### config.mk
export PLATFORM = sky130hd
export DESIGN_NAME = if_prefetch_stage
export DESIGN_NICKNAME = d
export VERILOG_FILES = /design/src/rtl/if_prefetch_stage.sv
export SDC_FILE = /design/constraint.sdc
export NUM_CORES = 1
export LEC_CHECK = 0
export CORE_MARGIN = 2
export CORE_UTILIZATION = 40
export CTS_BUF_LIST = sky130_fd_sc_hd__clkbuf_4 sky130_fd_sc_hd__clkbuf_8
export CTS_CLUSTER_SIZE = 20
export DETAILED_ROUTE_END_ITERATION = 8
export PLACE_DENSITY = 0.69
export SKIP_LAST_GASP = 1
export SYNTH_ARGS = -nofsm -noshare
export SYNTH_HDL_FRONTEND = slang
export SYNTH_SLANG_ARGS = --single-unit
### constraint.sdc
create_clock -name clk -period 4.9 [get_ports clk]
set_input_delay 0.98 -clock clk [delete_from_list [all_inputs] [get_ports clk]]
set_output_delay 0.98 -clock clk [all_outputs]
set_load 0.01 [all_outputs]
### src/rtl/if_prefetch_stage.sv
// Fetch stage with a DEPTH-entry prefetch queue and credit-based request issue.
// Decouples PC generation from a variable-latency, in-order instruction memory.
module if_prefetch_stage #(
    parameter int ADDR_W   = 32,
    parameter int INSTR_W  = 32,
    parameter int DEPTH    = 4,
    parameter int MAX_OUT  = 2,
    parameter int RESET_PC = 0,
    parameter int PC_STEP  = 4
) (
    input  logic               clk,
    input  logic               rst,
    input  logic               freeze,
    input  logic               branchTaken,
    input  logic [ADDR_W-1:0]  branchAddress,
    output logic               mem_req_valid,
    input  logic               mem_req_ready,
    output logic [ADDR_W-1:0]  mem_req_addr,
    input  logic               mem_resp_valid,
    input  logic [INSTR_W-1:0] mem_resp_data,
    output logic [ADDR_W-1:0]  PCR,
    output logic [INSTR_W-1:0] instructionR,
    output logic               validR
);

    localparam int CNT_W = $clog2(DEPTH + 1);
    localparam int OUT_W = $clog2(MAX_OUT + 1);
    localparam int PTR_W = $clog2(DEPTH);
    localparam int SUM_W = CNT_W + OUT_W;

    logic [ADDR_W-1:0]  fetch_pc;
    logic [ADDR_W-1:0]  resp_pc;
    logic [CNT_W-1:0]   count;
    logic [OUT_W-1:0]   outstanding;
    logic [OUT_W-1:0]   drop_cnt;
    logic [PTR_W-1:0]   wr_ptr;
    logic [PTR_W-1:0]   rd_ptr;
    logic [ADDR_W-1:0]  q_pc    [DEPTH];
    logic [INSTR_W-1:0] q_instr [DEPTH];

    logic             fire;
    logic             resp_ok;
    logic             drop;
    logic             enq;
    logic             pop;
    logic [SUM_W-1:0] committed;

    // Credits count queued entries plus live (non-stale) requests, so every
    // accepted response is guaranteed a free slot.
    always_comb begin
        committed     = SUM_W'(count) + SUM_W'(outstanding - drop_cnt);
        mem_req_valid = rst && !branchTaken
                        && (committed < SUM_W'(DEPTH))
                        && (outstanding < OUT_W'(MAX_OUT));
        mem_req_addr  = fetch_pc;
        fire          = mem_req_valid && mem_req_ready;
        resp_ok       = mem_resp_valid && (outstanding != '0);
        drop          = resp_ok && ((drop_cnt != '0) || branchTaken);
        enq           = resp_ok && !drop;
        pop           = !branchTaken && !freeze && (count != '0);
    end

    always_ff @(posedge clk) begin
        if (enq) begin
            q_pc[wr_ptr]    <= resp_pc + ADDR_W'(PC_STEP);
            q_instr[wr_ptr] <= mem_resp_data;
        end
    end

    // Control state and output register; a redirect overrides everything else.
    always_ff @(posedge clk or negedge rst) begin
        if (!rst) begin
            fetch_pc     <= ADDR_W'(RESET_PC);
            resp_pc      <= ADDR_W'(RESET_PC);
            count        <= '0;
            outstanding  <= '0;
            drop_cnt     <= '0;
            wr_ptr       <= '0;
            rd_ptr       <= '0;
            PCR          <= '0;
            instructionR <= '0;
            validR       <= 1'b0;
        end else begin
            case ({fire, resp_ok})
                2'b10:   outstanding <= outstanding + OUT_W'(1);
                2'b01:   outstanding <= outstanding - OUT_W'(1);
                default: outstanding <= outstanding;
            endcase

            if (branchTaken) begin
                fetch_pc     <= branchAddress;
                resp_pc      <= branchAddress;
                count        <= '0;
                wr_ptr       <= '0;
                rd_ptr       <= '0;
                drop_cnt     <= resp_ok ? outstanding - OUT_W'(1) : outstanding;
                PCR          <= '0;
                instructionR <= '0;
                validR       <= 1'b0;
            end else begin
                if (fire) begin
                    fetch_pc <= fetch_pc + ADDR_W'(PC_STEP);
                end
                if (enq) begin
                    resp_pc <= resp_pc + ADDR_W'(PC_STEP);
                    wr_ptr  <= wr_ptr + PTR_W'(1);
                end
                if (drop && (drop_cnt != '0)) begin
                    drop_cnt <= drop_cnt - OUT_W'(1);
                end
                if (pop) begin
                    rd_ptr <= rd_ptr + PTR_W'(1);
                end
                case ({enq, pop})
                    2'b10:   count <= count + CNT_W'(1);
                    2'b01:   count <= count - CNT_W'(1);
                    default: count <= count;
                endcase
                // The head is read before this cycle's enqueue lands, so a
                // response never bypasses straight into the output register.
                if (!freeze) begin
                    if (count != '0) begin
                        PCR          <= q_pc[rd_ptr];
                        instructionR <= q_instr[rd_ptr];
                        validR       <= 1'b1;
                    end else begin
                        validR <= 1'b0;
                    end
                end
            end
        end
    end

endmodule
==> qor.yml, run 1 <==
ctsRootBufferMaster: "clkbuf_8"
final_layout_size_suffix_gt1_share_pct: 15.0
final_common_cell: "edfxtp_1"
finalCritPeriodShare_pct: 91.0
ys.flop_type: "edfxtp_1"
grt_pass1_wl_mm: 57.6
die_w_microns: 207
dp_hpwl_mm: 22.5
die_area_sq_um: 43000
rows: 74
setup_viol: 0
vias_per_cell: 5.30
cts_buffers: 67
crit_type: "register to output pin"
path_buf_inv: 3
ys_warn_count: 0
async_flop_share_pct: 35.4
cpPeakStageDelay_ns: 0.59
die_y_microns: 207
ys_seq_area_share_pct: 67.7
relSlewSlack_pct: 31.2
wirelength_mm: 36.4
grt_pass1_vias: 10400
cts_tree: "built"
syn_area_per_cell_sq_um: 14.1
cp.required_ns: 3.92
slew_viol_final: 0
path_clk_slew_ns: 0.06
synth_top_family_by_area: "simple AND/OR/NAND/NOR gates"
clockBufferDepth: 3
start_util_pct: 40.5
mostFrequentLayoutCells: "256 x edfxtp_1, 189 x nand2_1, 165 x clkdlybuf4s50_1"
outcome: "completed"
fin_crit_ns: 4.46
leakage_uw: 0.00692
grt.total_usage_pct: 17.1
clk-insertion-delay-late_ns: 0.59
ys_ff_latch: 396
path_delay_family: "adder cells"
design.core.area_sq_um: 40800
cts_hold_buf: 0
tightest_slew_ns: 1.03
placed_cells: 1810
syn_inst: 1168
numClockSinks: 396
busiest_layer: "met2"
io_buffers: 167
boundaryPins: 168
cts_max_level: 3
min_path_type: "input pin to asynchronous set/reset pin"
met3_usage_pct: 3.42
synth_area_leaders: "edfxtp_1 47%, dfrtp_1 21%, mux4_2 8.7%, nand2_1 4.3%, xnor2_1 2.3%"
vias: 10200
final_hold_viol_count: 0
route.detailed.drc: 0
crit_slowest_cell: "clkdlybuf4s50_1"
worstPathMaxFanout: 7
synthMuxAreaShare_pct: 9.26
fin_tns_setup_ns: 0
synth_compound_area_share_pct: 5.41
final_util_pct: 49.3
antenna_found_initial: 0
r2r_start: "outstanding[0]"
power.density_nw_per_um2: 461
synth.distinct_cells: 48
skew_ns: 0.0295
use_met2_pct: 27.0
first_pass_iters: 5
synth_edf_count: 256
wire_per_inst_microns: 18.9
syn_to_final_growth_pct: 21.8
final_nets: 1430
max_cap_violations: 0
synthSimpleGateAreaFrac_pct: 10.8
ctsResizeCount: 0
place_congestion: 0.808
cp-startpoint: "outstanding[0]"
gr-total-overflow: 0
netlist_area_sq_um: 16500
drt_iter0_drc: 705
synth_top_area_share_pct: 46.5
critical_path.endpoint_type: "output pin"
yosys.area.top_type: "edfxtp_1"
synthAdderAreaFrac_pct: 1.08
syn-num-nets: 1251
arrival_ns: 3.48
n_antenna_cell: 0
grt_use_met1_pct: 24.0
cp_cell_sequence: "inv_1 -> ha_1 -> inv_1 -> fa_1 -> ha_1 -> nand3b_1 -> a211oi_2 -> nor2_1 -> nor3_1 -> clkdlybuf4s50_1"
fillCellCount: 3517
start_kind: "register"
post_cts_buffers: 0
final_cells: 1932
fmax_ghz: 0.224
peakVddDrop_mv: 0.277
grt_max_degree: 76
rsz0062_at_grt: "no"
synth_xor_area_share_pct: 3.71
ant_nets: 0
==> worst paths after layout <==
check,slack (ns),end,depth (start not counted)
worst max register to register,1.76,mem_req_addr[16],11
worst min-delay path,0.21,rd_ptr[0],1
max in group asynchronous,3.54,mem_req_addr[24],2
worst max-delay path,0.44,mem_req_valid,10
worst min register to register,0.51,q_pc[1][0],0
min in group clk,0.51,q_pc[1][0],0
==> state kept, by name (all words and copies together) (netlist names), 3 cells and up <==
register / count
count: 3
q_pc: 128
PCR: 32
q_instr: 128
instructionR: 32
mem_req_addr: 32
resp_pc: 32
==> per-layer routing <==
layer	vias to the layer above	wire, microns
met1	5099	16000
met5	-	0
li1	4725	-
met2	356	17300
met4	0	728
met3	56	2390
==> power by group <==
group          internal (uW)  total, uW  switching (uW)
sequential              3920       4260             349
combinational            990       1980             985
clock                   1740       3040            1290
total                   6650       9280            2630
==> kinds of logic (layout without fill, tap and decap cells) <==
kind of cell,Yosys count,after routing
AOI/OAI and AO/OA,151,151
xor gates and xnor gates,70,70
adders and majority gates,13,13
buffers and inverters,87,319
DFF,396,396
muxes,72,72
and+or+nand+nor,379,379
==> layout make-up <==
cell class | instances | area, sq um | share of cell area (%)
multi-input combinational | 685 | 5030 | 25.0
clock buffer | 100 | 1240 | 6.19
clock inverter | 22 | 170 | 0.845
inverter | 19 | 71.3 | 0.354
sequential | 396 | 11200 | 55.6
timing repair buffer | 178 | 1750 | 8.71
tap | 532 | 666 | 3.31
==> synth_stat cells (all sizes together), types with 19 or more instances <==
| cell | number |
|---|---|
| edfxtp | 256 |
| o21ai | 30 |
| inv | 19 |
| nand3 | 43 |
| nor2 | 37 |
| nand2 | 189 |
| dfrtp | 140 |
| xnor2 | 44 |
| xor2 | 26 |
| clkbuf | 53 |
| a21oi | 73 |
| mux4 | 64 |
==> per-stage QoR <==
stage | cell area [sq um] | worst slack, ns | hold slack (ns) | power (uW)
after floorplan | 16500 | 1.22 | 0.476 | 5510
after global routing | 20100 | 0.206 | 0.180 | 9760
final | 20100 | 0.443 | 0.209 | 9280
after detailed placement | 18700 | 1.06 | 0.509 | 6350
after global placement | 18700 | 1.06 | 0.497 | 6290
after CTS | 20100 | 0.428 | 0.178 | 9400
==> worst reg2reg max path, cell delays in order, from the launching register on <==
cell      delay, ns
dfrtp_1        0.39
inv_1          0.08
ha_1           0.19
inv_1          0.06
fa_1           0.41
ha_1           0.29
nand3b_1       0.11
a211oi_2       0.45
o21ai_1        0.15
buf_4          0.25
or4_1          0.53
a31oi_1        0.17
Note: power is estimated with default switching activity, not from simulation.
==> inputs of run 2 (changes only) <==
--- a/config.mk
+++ b/config.mk
@@ -5,12 +5,13 @@
 export SDC_FILE = /design/constraint.sdc
 export NUM_CORES = 1
 export LEC_CHECK = 0
+export ABC_AREA = 1
 export CORE_MARGIN = 2
 export CORE_UTILIZATION = 40
 export CTS_BUF_LIST = sky130_fd_sc_hd__clkbuf_4 sky130_fd_sc_hd__clkbuf_8
 export CTS_CLUSTER_SIZE = 20
 export DETAILED_ROUTE_END_ITERATION = 8
-export PLACE_DENSITY = 0.69
+export PLACE_DENSITY = 0.68
 export SKIP_LAST_GASP = 1
 export SYNTH_ARGS = -nofsm -noshare
 export SYNTH_HDL_FRONTEND = slang
==> run 2 against run 1 <==
  * Clock-buffer cell count grew 2
  * Largest power group unchanged
  * Final area grew 4.0%
  * Sequential power is essentially flat
  * Area after synthesis grew 4.4%
  * Critical path type unchanged
==> qor.yml, run 2 <==
first_pass_iters: 5  # unchanged
final_common_cell: "nand2_1"
reg_top3: "q_instr: 128 flops, q_pc: 128 flops"
slew_viol_final: 0  # unchanged
start_util_pct: 40.3  # -0.17 points
dp_hpwl_mm: 27.1  # +21%
design.core.area_sq_um: 42800  # +4.8%
sw_frac_of_total_pct: 31.1  # +2.8 points
ys_ff_latch: 396  # unchanged
syn-num-nets: 1793  # +43%
die_y_microns: 212  # +2.1%
final_nets: 1970  # +38%
numClockSinks: 396  # unchanged
leakage_uw: 0.00833  # +20%
netlist_area_sq_um: 17200  # +4.4%
fmax_ghz: 0.252  # +12%
p_seq_share_pct: 44.9  # -1.1 points
wirelength_mm: 43.6  # +20%
outcome: "completed"
critical_path.endpoint_type: "output pin"
synth.distinct_cells: 42  # -13%
cts_max_level: 3  # unchanged
place_congestion: 0.941  # +17%
synth_top_area_share_pct: 44.6  # -1.9 points
relSlewSlack_pct: 37.3  # +6.2 points
io_buffers: 167  # unchanged
worstPathMaxFanout: 3  # -4
boundaryPins: 168  # unchanged
ys_seq_area_share_pct: 64.9  # -2.8 points
power.switching_uw: 2970  # +13%
grt_use_met1_pct: 28.6  # +4.6 points
multi_input_area_sq_um: 5380  # +7.1%
peakVddDrop_mv: 0.191  # -31%
max_cap_violations: 0  # unchanged
syn_inst: 1710  # +46%
arrival_ns: 2.99  # -0.49 ns
yosys-top-cells-count: "444 x nand2_1, 256 x edfxtp_1, 221 x nor2_1"
die_area_sq_um: 44800  # +4.3%
antenna_found_initial: 0  # unchanged
ctsResizeCount: 0  # unchanged
final_layout_size_suffix_gt1_share_pct: 9.32  # -5.7 points
grt.total_usage_pct: 19.7  # +2.7 points
skew_ns: 0.0341  # +0.00467 ns
die_w_microns: 212  # +2.1%
power.density_nw_per_um2: 456  # -1.1%
post_cts_buffers: 0  # unchanged
mostFrequentLayoutCells: "443 x nand2_1, 256 x edfxtp_1, 217 x nor2_1"
tightest_slew_ns: 0.940  # -0.0923 ns
syn_to_final_growth_pct: 21.4
met3_usage_pct: 3.52  # +0.097 points
fin_area_sq_um: 20900  # +4.0%
cts_tree: "built"
fin_tns_setup_ns: 0  # unchanged
cts_hold_buf: 0  # unchanged
grt_pass1_wl_mm: 69.0  # +20%
grt_max_degree: 79  # +3.9%
setup_ws_ns: 0.930  # +0.487 ns
drt_iter0_drc: 1193  # +69%
vias_per_cell: 5.24  # -1.0%
regArea_sq_um: 11200  # unchanged
placed_cell_area_sq_um: 19500  # +4.2%
min_path_type: "input pin to asynchronous set/reset pin"
path_clk_slew_ns: 0.06  # about the same
final_cells: 2488  # +29%
synth_edf_count: 256  # unchanged
syn_area_per_cell_sq_um: 10.1  # -29%
rsz0062_at_grt: "no"
busiest_layer: "met2"
use_met2_pct: 30.1  # +3.1 points
cp.required_ns: 3.92  # about the same
grt_pass1_vias: 12800  # +23%
route.detailed.drc: 0  # unchanged
whs_ns: 0.178  # -0.0313 ns
combinationalPowerShare_pct: 22.4  # +1.1 points
ys_warn_count: 0  # unchanged
yosys.area.top_type: "edfxtp_1"
fillCellCount: 3811  # +8.4%
finalCritPeriodShare_pct: 81.0  # -9.9 points
crit_type: "register to output pin"
async_flop_share_pct: 35.4  # unchanged
ant_nets: 0  # unchanged
ys.flop_type: "edfxtp_1"
clockBufferDepth: 3  # unchanged
p_int_uw: 6570  # -1.2%
p_clk_share_pct: 32.6  # about the same
pre_cts_slack_ns: 1.48  # +0.419 ns
setup_viol: 0  # unchanged
start_kind: "register"
synthMostInstantiatedCell: "nand2_1"
synth_area_leaders: "edfxtp_1 45%, dfrtp_1 20%, nand2_1 9.7%, nor2_1 4.8%, o21ai_0 4.4%"
n_antenna_cell: 0  # unchanged
gr-total-overflow: 0  # unchanged
fin_crit_ns: 3.97  # -0.487 ns
final_hold_viol_count: 0  # unchanged
cts_buffers: 68  # +1.5%
clk-insertion-delay-late_ns: 0.60  # about the same
ctsRootBufferMaster: "clkbuf_8"
wire_per_inst_microns: 17.5  # -7.0%
placed_cells: 2363  # +31%
vias: 13000  # +27%
rows: 76  # +2.7%
run 2: cell count changes in the layout (fill, tap and decap cells not counted), sizes merged, moves of 64 or more:
| cell | before | now |
|---|---|---|
| mux4 | 64 | 0 |
| o22ai | 0 | 70 |
| nand3 | 43 | 140 |
| o21ai | 30 | 154 |
| nand2 | 189 | 449 |
| nor2 | 37 | 229 |
| inv | 22 | 90 |
run 2: final timing paths:
path                                  from         endpoint  slack [ns]  depth (start not counted)
max                         outstanding[0]    mem_req_valid        0.93                         12
min                                    rst        rd_ptr[0]        0.18                          1
max reg2reg                 outstanding[0]  mem_req_addr[4]        1.96                         14
min reg2reg                mem_req_addr[0]  mem_req_addr[0]        0.48                          2
max in group asynchronous              rst          PCR[30]        3.57                          2
min in group clk           mem_req_addr[0]  mem_req_addr[0]        0.48                          2
run 2: cell type report:
| type | instances | share of cell area (%) |
|---|---|---|
| Clock inverter | 23 | 0.843 |
| Sequential cell | 396 | 53.5 |
| Multi-Input combinational cell | 1140 | 25.7 |
| Clock buffer | 102 | 6.02 |
| Inverter | 93 | 1.68 |
| Timing Repair Buffer | 188 | 8.98 |
| Tap cell | 546 | 3.26 |
run 2: kinds of logic after synthesis:
| kind of cell | count (synthesis) | synth area share, % |
|---|---|---|
| flops | 396 | 64.9 |
| buf+inv | 174 | 4.11 |
| fa+ha+maj | 13 | 1.03 |
| simple gates | 845 | 20.3 |
| xor+xnor | 25 | 1.36 |
| compound gates | 257 | 8.30 |
run 2: stage by stage:
stage                     power [uW]  util [%]
final                           9540      48.9
after global routing           10100      48.9
after global placement          6430      45.6
after detailed placement        6490      45.6
after floorplan                 5530         -
after CTS                       9610      48.9
run 2: routing by layer:
layer	vias up	wire length (microns)
li1	6173	-
met3	64	3220
met2	495	19300
met5	-	0
met1	6312	20200
met4	0	905
run 2: power groups by stage:
stage               sequential [uW]  combinational [uW]  clock, uW
detailed placement             4340                2150          0
finish                         4290                2140       3120
CTS                            4280                2160       3180
global route                   4330                2400       3320
global placement               4330                2100          0
floorplan                      4310                1220          0
run 2: critical path, cell delays in order (launching register included):
cell and delay [ns]:
dfrtp_1 0.40, inv_1 0.13, ha_1 0.16, inv_1 0.05
fa_1 0.44, ha_1 0.29, nand3_1 0.09, nand2_1 0.07
nand2_1 0.04, nand2_1 0.08, nand2_1 0.05, inv_1 0.05
clkdlybuf4s50_1 0.53
==> inputs of run 3 (changes only) <==
==> constraint.sdc (replaced) <==
create_clock -name clk -period 3.8 [get_ports clk]
set_input_delay 0.76 -clock clk [delete_from_list [all_inputs] [get_ports clk]]
set_output_delay 0.76 -clock clk [all_outputs]
set_load 0.01 [all_outputs]
==> run 3 against run 2 <==
  * Worst hold slack improved by 0.30 ns
  * Combinational power is 32% higher
  * Sequential power grew 28%
  * Final area about the same
  * Sequential share of layout area is essentially flat
  * First-iteration DRC count is 8.3% lower
  * Register-to-register slack worse by 0.90 ns
  * Clock power grew 25%
  * Routed wire length up 3.2%
  * Final cell count is essentially flat
  * Critical path depth did not move
  * Largest power group unchanged
==> qor.yml, run 3 (synthesized netlist as in run 2, its figures left out) <==
crit_slowest_cell: "fa_1"
relSlewSlack_pct: 46.5  # +9.1 points
rows: 76  # unchanged
clockBufferDepth: 3  # unchanged
vias: 13100  # +0.56%
wirelength_mm: 45.0  # +3.2%
n_antenna_cell: 0  # unchanged
setup_ws_ns: 0.432  # -0.498 ns
final_common_cell: "nand2_1"
whs_ns: 0.476  # +0.298 ns
start_util_pct: 40.3  # unchanged
final_nets: 1973  # +0.15%
place_congestion: 0.907  # -3.6%
route.detailed.drc: 0  # unchanged
first_pass_iters: 5  # unchanged
cts_tree: "built"
worstPathMaxFanout: 3  # unchanged
design.core.area_sq_um: 42800  # unchanged
fin_tns_setup_ns: 0  # unchanged
placed_cells: 2366  # +0.13%
peakVddDrop_mv: 0.390  # +100%
finalCritPeriodShare_pct: 88.6
clk-insertion-delay-late_ns: 0.60  # about the same
setup_viol: 0  # unchanged
regArea_sq_um: 11200  # unchanged
cts_buffers: 67  # -1.5%
power.density_nw_per_um2: 585  # +28%
tightest_slew_ns: 0.803  # -0.137 ns
final_hold_viol_count: 0  # unchanged
cp.required_ns: 3.04  # -0.88 ns
fmax_ghz: 0.297
wire_per_inst_microns: 18.1  # +3.3%
multi_input_area_sq_um: 5380  # unchanged
gr-total-overflow: 0  # unchanged
drt_iter0_drc: 1094  # -8.3%
min_path_type: "register to register"
pre_cts_slack_ns: 0.670  # -0.811 ns
numClockSinks: 396  # unchanged
critical_path.endpoint_type: "output pin"
fin_crit_ns: 3.37
cpMostUsedCell: "nand2_1"
rsz0062_at_grt: "no"
final_cells: 2487  # -0.040%
grt_max_degree: 92  # +16%
grt_pass1_wl_mm: 71.8  # +4.1%
crit_type: "register to output pin"
ctsRootBufferMaster: "clkbuf_8"
regToRegSetupSlack_ns: 1.06  # -0.90 ns
grt_pass1_vias: 13100  # +2.4%
arrival_ns: 2.61  # -0.38 ns
dp_hpwl_mm: 27.9  # +2.8%
leakage_uw: 0.00835  # +0.18%
die_y_microns: 212  # unchanged
die_area_sq_um: 44800  # unchanged
syn_to_final_growth_pct: 21.3  # about the same
path_buf_inv: 4  # unchanged
cp_cell_sequence: "inv_1 -> ha_1 -> inv_1 -> fa_1 -> ha_1 -> nand3_1 -> nand2_1 -> nand2_1 -> nand2_1 -> nand2_1 -> inv_1 -> dlymetal6s2s_1"
outcome: "completed"
cts_max_level: 3  # unchanged
max_cap_violations: 0  # unchanged
post_cts_buffers: 0  # unchanged
cpPeakStageDelay_ns: 0.44  # -0.09 ns
path_clk_slew_ns: 0.06  # about the same
slew_viol_final: 0  # unchanged
ant_nets: 0  # unchanged
antenna_found_initial: 0  # unchanged
io_buffers: 167  # unchanged
mostFrequentLayoutCells: "443 x nand2_1, 256 x edfxtp_1, 217 x nor2_1"
die_w_microns: 212  # unchanged
vias_per_cell: 5.27  # +0.60%
start_kind: "register"
final_layout_size_suffix_gt1_share_pct: 9.12  # -0.20 points
skew_ns: 0.0285  # -0.00560 ns
fillCellCount: 3943  # +3.5%
grt.total_usage_pct: 20.6  # +0.87 points
reg_top3: "q_instr: 128 flops, q_pc: 128 flops"
path_delay_family: "adder cells"
boundaryPins: 168  # unchanged
fin_total_pwr_uw: 12200  # +28%
[run 3: cell count changes in the layout (fill, tap and decap cells not counted), sizes merged, moves of 2 or more]
cell and delta:
clkinv -4, inv +2, clkinvlp -2, buf +3
[run 3: report_power, final]
group / leakage (uW) / internal, uW / switching (uW)
Combinational: 0.00353 / 1120 / 1690
Sequential: 0.00408 / 5090 / 417
Clock: 0.000732 / 2190 / 1710
[run 3: per-stage QoR]
step	cell area (sq um)	util, %
final	20900	48.9
after global routing	20900	48.9
after CTS	20900	48.9
after detailed placement	19500	45.6
after global placement	19500	45.6
after floorplan	17200	-
[run 3: final timing paths]
kind / cells past startpoint / endpoint / from
setup / recovery: 12 / mem_req_valid / outstanding[0]
hold / removal: 2 / mem_req_addr[1] / mem_req_addr[1]
setup reg to reg: 14 / mem_req_addr[31] / outstanding[0]
hold reg to reg: 2 / mem_req_addr[1] / mem_req_addr[1]
max in group asynchronous: 4 / resp_pc[11] / rst
min in group asynchronous: 2 / instructionR[28] / rst
[run 3: worst register-to-register path, cell delays in order, from the launching register on]
cell	delay, ns
dfrtp_1	0.40
inv_1	0.11
ha_1	0.16
inv_1	0.05
fa_1	0.44
ha_1	0.28
nand3_1	0.10
nand2_1	0.06
nand2_1	0.05
nand2_1	0.08
nand3_2	0.19
nand2_1	0.12
inv_2	0.43
nand2_1	0.11
nand3_1	0.11
[run 3: final cells by class]
type / instances / area share [%]
clock buffer: 101 / 5.81
tap: 546 / 3.27
timing repair buffer: 192 / 9.22
clock inverter: 19 / 0.760
multi-input combinational: 1140 / 25.7
sequential: 396 / 53.5
inverter: 93 / 1.68
[run 3: layer usage]
metal	GRT usage (%)	share of wire, %	up-vias	wire (microns)
li1	-	-	6177	-
met1	29.3	45	6314	20400
met2	31.9	45	550	20100
met3	3.84	7.7	76	3460
met4	6.82	2.4	0	1060
met5	0	0	-	0
[run 3: what timing repair did]
action,4_1_cts,5_1_grt
hold endpoints to repair,7,0
hold buffers,1,0
resized for setup,0,1
endpoints found under the setup margin,0,1
